File: config.mk
export PLATFORM = sky130hd
export DESIGN_NAME = plic_gateway
export DESIGN_NICKNAME = d
export VERILOG_FILES = /design/src/rtl/plic_gateway.sv
export SDC_FILE = /design/constraint.sdc
export NUM_CORES = 1
export LEC_CHECK = 0
export ABC_AREA = 1
export CORE_ASPECT_RATIO = 1.75
export CORE_MARGIN = 2
export CORE_UTILIZATION = 49
export CTS_CLUSTER_SIZE = 10
export DETAILED_ROUTE_END_ITERATION = 16
export PLACE_DENSITY = 0.83
export SYNTH_ARGS = -nofsm -noshare
export SYNTH_HDL_FRONTEND = slang
export SYNTH_SLANG_ARGS = --single-unit
File: constraint.sdc
create_clock -name clk -period 0.98 [get_ports clk]
set_clock_uncertainty 0.15 [all_clocks]
set_input_delay 0.196 -clock clk [delete_from_list [all_inputs] [get_ports clk]]
set_output_delay 0.196 -clock clk [all_outputs]
set_load 0.02 [all_outputs]
File: src/rtl/plic_gateway.sv
// Per-source interrupt gateway: 2-flop sync, then IDLE/PENDING/IN_SERVICE tracking feeding the PLIC target.
// Optional PLIC_EDGE_TRIG_EN adds per-source edge triggering with saturating edge counters.
module plic_gateway #(
  parameter int PLIC_SOURCE_COUNT   = 32,
  parameter int PLIC_SOURCE_WIDTH   = 6,
  parameter int PLIC_EDGE_CNT_WIDTH = 2
) (
  input  logic                         clk,
  input  logic                         rst_n,
  input  logic [PLIC_SOURCE_COUNT-1:0] irq_src_i,
`ifdef PLIC_EDGE_TRIG_EN
  input  logic [PLIC_SOURCE_COUNT-1:0] irq_edge_i,
`endif
  input  logic                         claim_req_i,
  input  logic [PLIC_SOURCE_WIDTH-1:0] claim_idx_i,
  input  logic                         complete_req_i,
  input  logic [PLIC_SOURCE_WIDTH-1:0] complete_idx_i,
  output logic [PLIC_SOURCE_COUNT-1:0] irq_pending_o
);

  localparam int N = PLIC_SOURCE_COUNT;

  if ((1 << PLIC_SOURCE_WIDTH) <= N) begin : g_bad_width
    $error("PLIC_SOURCE_WIDTH too small for PLIC_SOURCE_COUNT");
  end
  if (PLIC_EDGE_CNT_WIDTH < 1) begin : g_bad_cnt
    $error("PLIC_EDGE_CNT_WIDTH must be at least 1");
  end

  typedef enum logic [1:0] {
    IDLE       = 2'd0,
    PENDING    = 2'd1,
    IN_SERVICE = 2'd2
  } state_e;

  logic [N-1:0] sync1_q;
  logic [N-1:0] s_q;
  state_e       st_q [N];
  state_e       st_d [N];
  logic [N-1:0] pend_d;
  logic [N-1:0] claim_hit;
  logic [N-1:0] cmpl_hit;
  logic [N-1:0] trig;

  // ID i+1 maps to source i; IDs 0 and out-of-range never match any source.
  always_comb begin
    for (int i = 0; i < N; i++) begin
      claim_hit[i] = claim_req_i    && (claim_idx_i    == PLIC_SOURCE_WIDTH'(i + 1));
      cmpl_hit[i]  = complete_req_i && (complete_idx_i == PLIC_SOURCE_WIDTH'(i + 1));
    end
  end

`ifdef PLIC_EDGE_TRIG_EN
  logic [N-1:0]                   prev_q;
  logic [N-1:0]                   rise;
  logic [PLIC_EDGE_CNT_WIDTH-1:0] cnt_q [N];
  logic [PLIC_EDGE_CNT_WIDTH-1:0] cnt_d [N];

  assign rise = s_q & ~prev_q;
  assign trig = (irq_edge_i & rise) | (~irq_edge_i & s_q);
`else
  assign trig = s_q;
`endif

  always_comb begin
`ifdef PLIC_EDGE_TRIG_EN
    logic inc;
    logic rep;
`endif
    for (int i = 0; i < N; i++) begin
      st_d[i] = st_q[i];
`ifdef PLIC_EDGE_TRIG_EN
      cnt_d[i] = cnt_q[i];
      inc      = irq_edge_i[i] && rise[i] && (st_q[i] != IDLE);
      rep      = 1'b0;
`endif
      case (st_q[i])
        IDLE:       if (trig[i]) st_d[i] = PENDING;
        PENDING:    if (claim_hit[i]) st_d[i] = IN_SERVICE;
        IN_SERVICE: if (cmpl_hit[i]) begin
`ifdef PLIC_EDGE_TRIG_EN
          // An edge arriving with the complete is consumed directly as the re-pend.
          rep     = (cnt_q[i] != '0) || inc;
          st_d[i] = rep ? PENDING : IDLE;
`else
          st_d[i] = IDLE;
`endif
        end
        default:    st_d[i] = IDLE;
      endcase
`ifdef PLIC_EDGE_TRIG_EN
      if (inc && !rep && (cnt_q[i] != '1)) begin
        cnt_d[i] = cnt_q[i] + 1'b1;
      end else if (rep && !inc) begin
        cnt_d[i] = cnt_q[i] - 1'b1;
      end
`endif
      pend_d[i] = (st_d[i] == PENDING);
    end
  end

  always_ff @(posedge clk or negedge rst_n) begin
    if (!rst_n) begin
      sync1_q       <= '0;
      s_q           <= '0;
      irq_pending_o <= '0;
      st_q          <= '{default: IDLE};
`ifdef PLIC_EDGE_TRIG_EN
      prev_q        <= '0;
      cnt_q         <= '{default: '0};
`endif
    end else begin
      sync1_q       <= irq_src_i;
      s_q           <= sync1_q;
      irq_pending_o <= pend_d;
      st_q          <= st_d;
`ifdef PLIC_EDGE_TRIG_EN
      prev_q        <= s_q;
      cnt_q         <= cnt_d;
`endif
    end
  end

endmodule

# After elaboration in Yosys (flattened, before gate mapping)
# Cells that the tools add are included.
[word_totals] reg_bits=160 inputBits=48 out_inout_bits=32 elab_cells=419
[op_classes] eq_ne=160 muxes=128 n_reduce_logical=96
[op_table] cell="$eq 6x5->1 const B" n=32
[op_table] cell="$mux 2" n=96
[op_table] cell="$pmux 2 s3" n=32
[op_table] cell="$eq 2x1->1 const B" n=64
[op_table] cell="$eq 6x4->1 const B" n=16
[op_table] cell="$eq 2x2->1 const B" n=32
[op_table] cell="$logic_and 1x1->1" n=64
[op_table] cell="$logic_not 2->1" n=32
[op_table] cell="$eq 6x3->1 const B" n=8
[op_table] cell="$eq 6x2->1 const B" n=4
[op_table] cell="$eq 6x1->1 const B" n=2
[op_table] cell="$eq 6x6->1 const B" n=2

# Logic depth before layout (Yosys ltp)
# Gate-level depths: netlist of run 1.
[logic_depth] depth_word=5 mapped_depth=7 mapped_depth_nobuf=6

# Least setup slack after synthesis of run 1
# No wires, ideal clock.
[synth_timing] kind="in2reg" from="in claim_idx_i[4]" to="reg irq_pending_o[3]" arrival_time_ns=0.758 required_time_ns=0.716 slack_ns=-0.042 stages=7 n_path_buf=1 cell_sequence="inv_1 > nand2_1 > nor2_2 > buf_6 > nand3_1 > nand2_1 > inv_1"
[synth_via] elab_chain_len=5
[synth_lines] element="start, declared" line="15" text="input logic [PLIC_SOURCE_WIDTH-1:0] claim_idx_i,"
[synth_lines] element="$eq 6x3->1" line="48" text="claim_hit[i] = claim_req_i && (claim_idx_i == PLIC_SOURCE_WIDTH'(i + 1));"
[synth_lines] element="$logic_and 1x1->1" line="48"
[synth_lines] element="$mux 2" line="79" text="PENDING: if (claim_hit[i]) st_d[i] = IN_SERVICE;"
[synth_lines] element="$pmux 2 s3" line="77" text="case (st_q[i])"
[synth_lines] element="$eq 2x1->1" line="98" text="pend_d[i] = (st_d[i] == PENDING);"
[synth_lines] element="named net pend_d[3]" line="40" text="logic [N-1:0] pend_d;"
[synth_lines] element="end signal, assigned" line="115" text="irq_pending_o <= pend_d;"
[synth_lines] element="end, declared" line="18" text="output logic [PLIC_SOURCE_COUNT-1:0] irq_pending_o"
# The timed path passes the listed nets, and every way through them passes these cells.

# Worst setup path after layout of run 1
[layout_timing] from="reg irq_pending_o[6]" to="out irq_pending_o[6]"
# No word-level cell between the ends.

==> results of run 1 <==
-- layer usage --
layer | global-route usage | part of all wire | vias to the layer above
met4 | 0.118 | 0.055 | 0
met1 | 0.252 | 0.36 | 2318
met2 | 0.402 | 0.54 | 163
met3 | 0.0445 | 0.044 | 70
met5 | 0 | 0 | -
li1 | - | - | 2201
-- state kept, by name, indices dropped and copies added (netlist names) --
register,cells
s_q,32
sync1_q,32
st_q,64
irq_pending_o,32
-- worst paths after layout --
check / start / to / slack [ps] / depth (start not counted)
worst max-delay path: irq_pending_o[6] / irq_pending_o[6] / -350 / 1
worst min-delay path: rst_n / sync1_q[23] / 40 / 2
worst max register to register: st_q[48] / st_q[49] / -60 / 4
worst min register to register: sync1_q[5] / s_q[5] / 200 / 0
max in group asynchronous: rst_n / st_q[28] / 130 / 3
min in group clk: irq_src_i[11] / sync1_q[11] / 60 / 1
-- layout by cell type (no fill, tap or decap), types with 6 or more instances in the layout --
master                              n
sky130_fd_sc_hd__clkdlybuf4s50_1   32
sky130_fd_sc_hd__nand2_1          126
sky130_fd_sc_hd__dlygate4sd2_1      7
sky130_fd_sc_hd__nor2_4            16
sky130_fd_sc_hd__nand3b_1          22
sky130_fd_sc_hd__nand3_4            6
sky130_fd_sc_hd__buf_6             44
sky130_fd_sc_hd__clkbuf_16         19
sky130_fd_sc_hd__buf_12             6
sky130_fd_sc_hd__nor2_1            93
sky130_fd_sc_hd__inv_2             35
sky130_fd_sc_hd__nor2_2            24
sky130_fd_sc_hd__nand3_1           17
sky130_fd_sc_hd__dfrtp_2            7
sky130_fd_sc_hd__nand2_4           10
sky130_fd_sc_hd__inv_1             70
sky130_fd_sc_hd__buf_4             17
sky130_fd_sc_hd__dfrtp_1          153
sky130_fd_sc_hd__nand3_2           18
sky130_fd_sc_hd__nand2_2           26
-- through the flow --
step	worst slack [ps]	util	TNS [ps]	area (µm²)	power, µW
final	-349	0.690	-9790	8530	14400
after global routing	-360	0.690	-12470	8530	14900
after CTS	-358	0.678	-10070	8380	14500
after detailed placement	-797	0.599	-77560	7400	7930
after global placement	-741	0.599	-73450	7400	7880
after floorplan	-20.7	-	-566	6240	7320
-- power breakdown --
| group | internal (µW) | total, µW | switching (µW) |
|---|---|---|---|
| registers | 6820 | 6940 | 120 |
| clock network | 3930 | 6450 | 2510 |
| logic | 446 | 1060 | 612 |
-- Yosys cell counts --
master	instances
sky130_fd_sc_hd__nor2_1	130
sky130_fd_sc_hd__nand3_2	10
sky130_fd_sc_hd__nand2_1	162
sky130_fd_sc_hd__nor2_4	1
sky130_fd_sc_hd__a21oi_1	4
sky130_fd_sc_hd__nand4_1	3
sky130_fd_sc_hd__nand3_1	31
sky130_fd_sc_hd__nand3b_1	22
sky130_fd_sc_hd__buf_6	4
sky130_fd_sc_hd__buf_4	4
sky130_fd_sc_hd__o21ai_0	4
sky130_fd_sc_hd__dfrtp_1	160
sky130_fd_sc_hd__nor2_2	2
sky130_fd_sc_hd__o21bai_1	4
sky130_fd_sc_hd__inv_1	110
-- area by class of cell --
type	count	area (µm²)
tap	168	210
clock buffer	22	474
clock inverter	8	106
timing repair buffer	115	1220
sequential	160	4010
multi-input combinational	373	2060
fill	855	3830
timing repair inverter	1	8.76
inverter	110	438
-- cells by family (layout without fill, tap and decap cells) --
kind of cell	count (synthesis)	in the layout	synth area share
AO/OA/AOI/OAI	12	12	0.0114
flip-flops	160	160	0.654
AND/OR/NAND/NOR	361	361	0.255
buffers and inverters	118	256	0.0797
-- what timing repair did --
action                                  4_1_cts  5_1_grt
gates resized for setup                     289      104
gates cloned                                  4        2
pin swaps                                    28       68
endpoints found under the setup margin      128      122
endpoints found under the hold margin       160        0
hold buffers                                  1        0
buffers inserted                              8        7
==> load_flow_metrics.sql, run 1 <==
INSERT INTO impl_metrics (metric_group, metric, value, unit) VALUES
('sta', 'finalSetupViolations', '49', ''),
('clocking', 'clock_transition_time_at_the_flip_flop_clock_pins_of_the_worst_setup_and_hold_paths', '60', 'ps'),
('critical_path', 'critPathSlowestCell', 'sky130_fd_sc_hd__dfrtp_1', ''),
('synthesis', 'netlist.top_cell.by_area', 'sky130_fd_sc_hd__dfrtp_1', ''),
('sta', 'final-hold-violation-count', '0', ''),
('detailed_routing', 'drc', '0', ''),
('detailed_routing', 'firstDrtPassIters', '4', ''),
('synthesis', 'synth.ff_latch_count', '160', ''),
('placed_design', 'place.port_buffers', '79', ''),
('run_status', 'failed_checks', 'negative setup slack', ''),
('layout', 'area_delta_synth_final', '39.4', '%'),
('sta', 'maxSlewHeadroom', '0.817', ''),
('grt', 'globalRoute.totalOverflow', '0', ''),
('sta', 'fin_crit_sh', '1.36', ''),
('layout', 'drive_gt1_frac', '0.321', ''),
('power', 'powerDensity', '1690', 'nW/µm²'),
('sta', 'postLayoutSetupSlackWorst', '-349', 'ps'),
('sta', 'grt_setup_unrepaired', 'yes', ''),
('synthesis', 'netlist_area', '6120', 'µm²'),
('layout', 'numnets_final', '826', ''),
('power', 'cellLeakagePower', '0.00379', 'µW'),
('synthesis', 'syn_inst', '651', ''),
('critical_path', 'critical_path.top_delay_family', 'flip-flops', ''),
('detailed_routing', 'detailroute.via_count', '4752', ''),
('clocking', 'cts_inserted_buffers', '17', ''),
('grt', 'grt_max_degree', '42', ''),
('detailed_routing', 'routedWlPerCell', '15.9', 'µm'),
('power', 'peakVddDrop', '1.09', 'mV'),
('clocking', 'cts-htree-levels', '4', ''),
('layout', 'antennaDiodeCount', '0', ''),
('grt', 'grt_pass1_wl', '23400', 'µm'),
('synthesis', 'post_synth.cell_area_avg', '9.40', 'µm²'),
('synthesis', 'postSynthNetCount', '699', ''),
('synthesis', 'ys_types', '15', ''),
('run_status', 'outcome', 'finished with violations', ''),
('die', 'floorplan.rows', '54', ''),
('worst_hold_path', 'hold_path.class', 'in2async', ''),
('grt', 'globalRouteTotalUtil', '0.228', ''),
('sta', 'final.min_clock_period', '1330', 'ps'),
('synthesis', 'ys_seq_area_frac', '0.654', ''),
('clocking', 'cts_num_sinks', '160', ''),
('clocking', 'cts_max_path_buffers', '2', ''),
('detailed_routing', 'drt.antenna.violating_nets', '0', ''),
('synthesis', 'yosys_top_cell_area_share', '0.654', ''),
('detailed_routing', 'via_per_inst', '4.97', ''),
('critical_path', 'max_stage_delay', '420', 'ps'),
('die', 'floorplan.io_pins', '80', ''),
('sta', 'finalHoldWorstSlack', '44.2', 'ps'),
('sta', 'timing_worst_slew_pin_value', '275', 'ps'),
('critical_path', 'critical_path.cell_chain', 'buf_6', ''),
('die', 'starting_utilization_of_the_core_area', '0.495', ''),
('die', 'dieWidth', '88.5', 'µm'),
('layout', 'finish.cell_count_without_fillers', '957', ''),
('grt', 'number_of_global_route_vias_before_repair', '4943', ''),
('critical_path', 'critical_path_buf_inv_count', '1', ''),
('run', 'drv_cap', '0', ''),
('sta', 'achievable-frequency', '753', 'MHz'),
('critical_path', 'worstSetupPathType', 'reg2out', ''),
('critical_path', 'required', '630', 'ps'),
('critical_path', 'timing.critical_path.from_type', 'flip-flop', ''),
('sta', 'final_max_slew_viol_count', '0', ''),
('detailed_routing', 'initialDrtViolationCount', '254', ''),
('placed_design', 'globalplace.congestion', '0.876', ''),
('critical_path', 'cp_max_fo', '1', ''),
('die', 'placeableCoreArea', '12400', 'µm²'),
('detailed_routing', 'wirelength', '15200', 'µm'),
('clocking', 'clock_insertion_delay_worst_skew', '420', 'ps'),
('synthesis', 'synthTopCellsByArea', 'sky130_fd_sc_hd__dfrtp_1 65%, sky130_fd_sc_hd__nand2_1 9.9%, sky130_fd_sc_hd__nor2_1 8.0%', ''),
('placed_design', 'detailedPlacementHpwl', '9500', 'µm'),
('critical_path', 'worstPathArrival', '980', 'ps'),
('critical_path', 'endpoint_kind', 'output pin', ''),
('clocking', 'cts.root.buffer_cell', 'sky130_fd_sc_hd__clkbuf_16', ''),
('clocking', 'cts_tree', 'yes', ''),
('die', 'die_height', '152', 'µm'),
('synthesis', 'synth.yosys.warnings', '0', ''),
('placed_design', 'dpl.cell_count', '910', ''),
('grt', 'initial_antenna_violation_count', '0', ''),
('die', 'fp.dieArea', '13400', 'µm²');
Note: power is estimated with default switching activity, not from simulation.
==> inputs of run 2 (changes only) <==
Settings changed: GPL_TIMING_DRIVEN set to 1.
==> results of run 2 <==
Same layout as run 1: the final DEF is identical, and so are final timing and power.
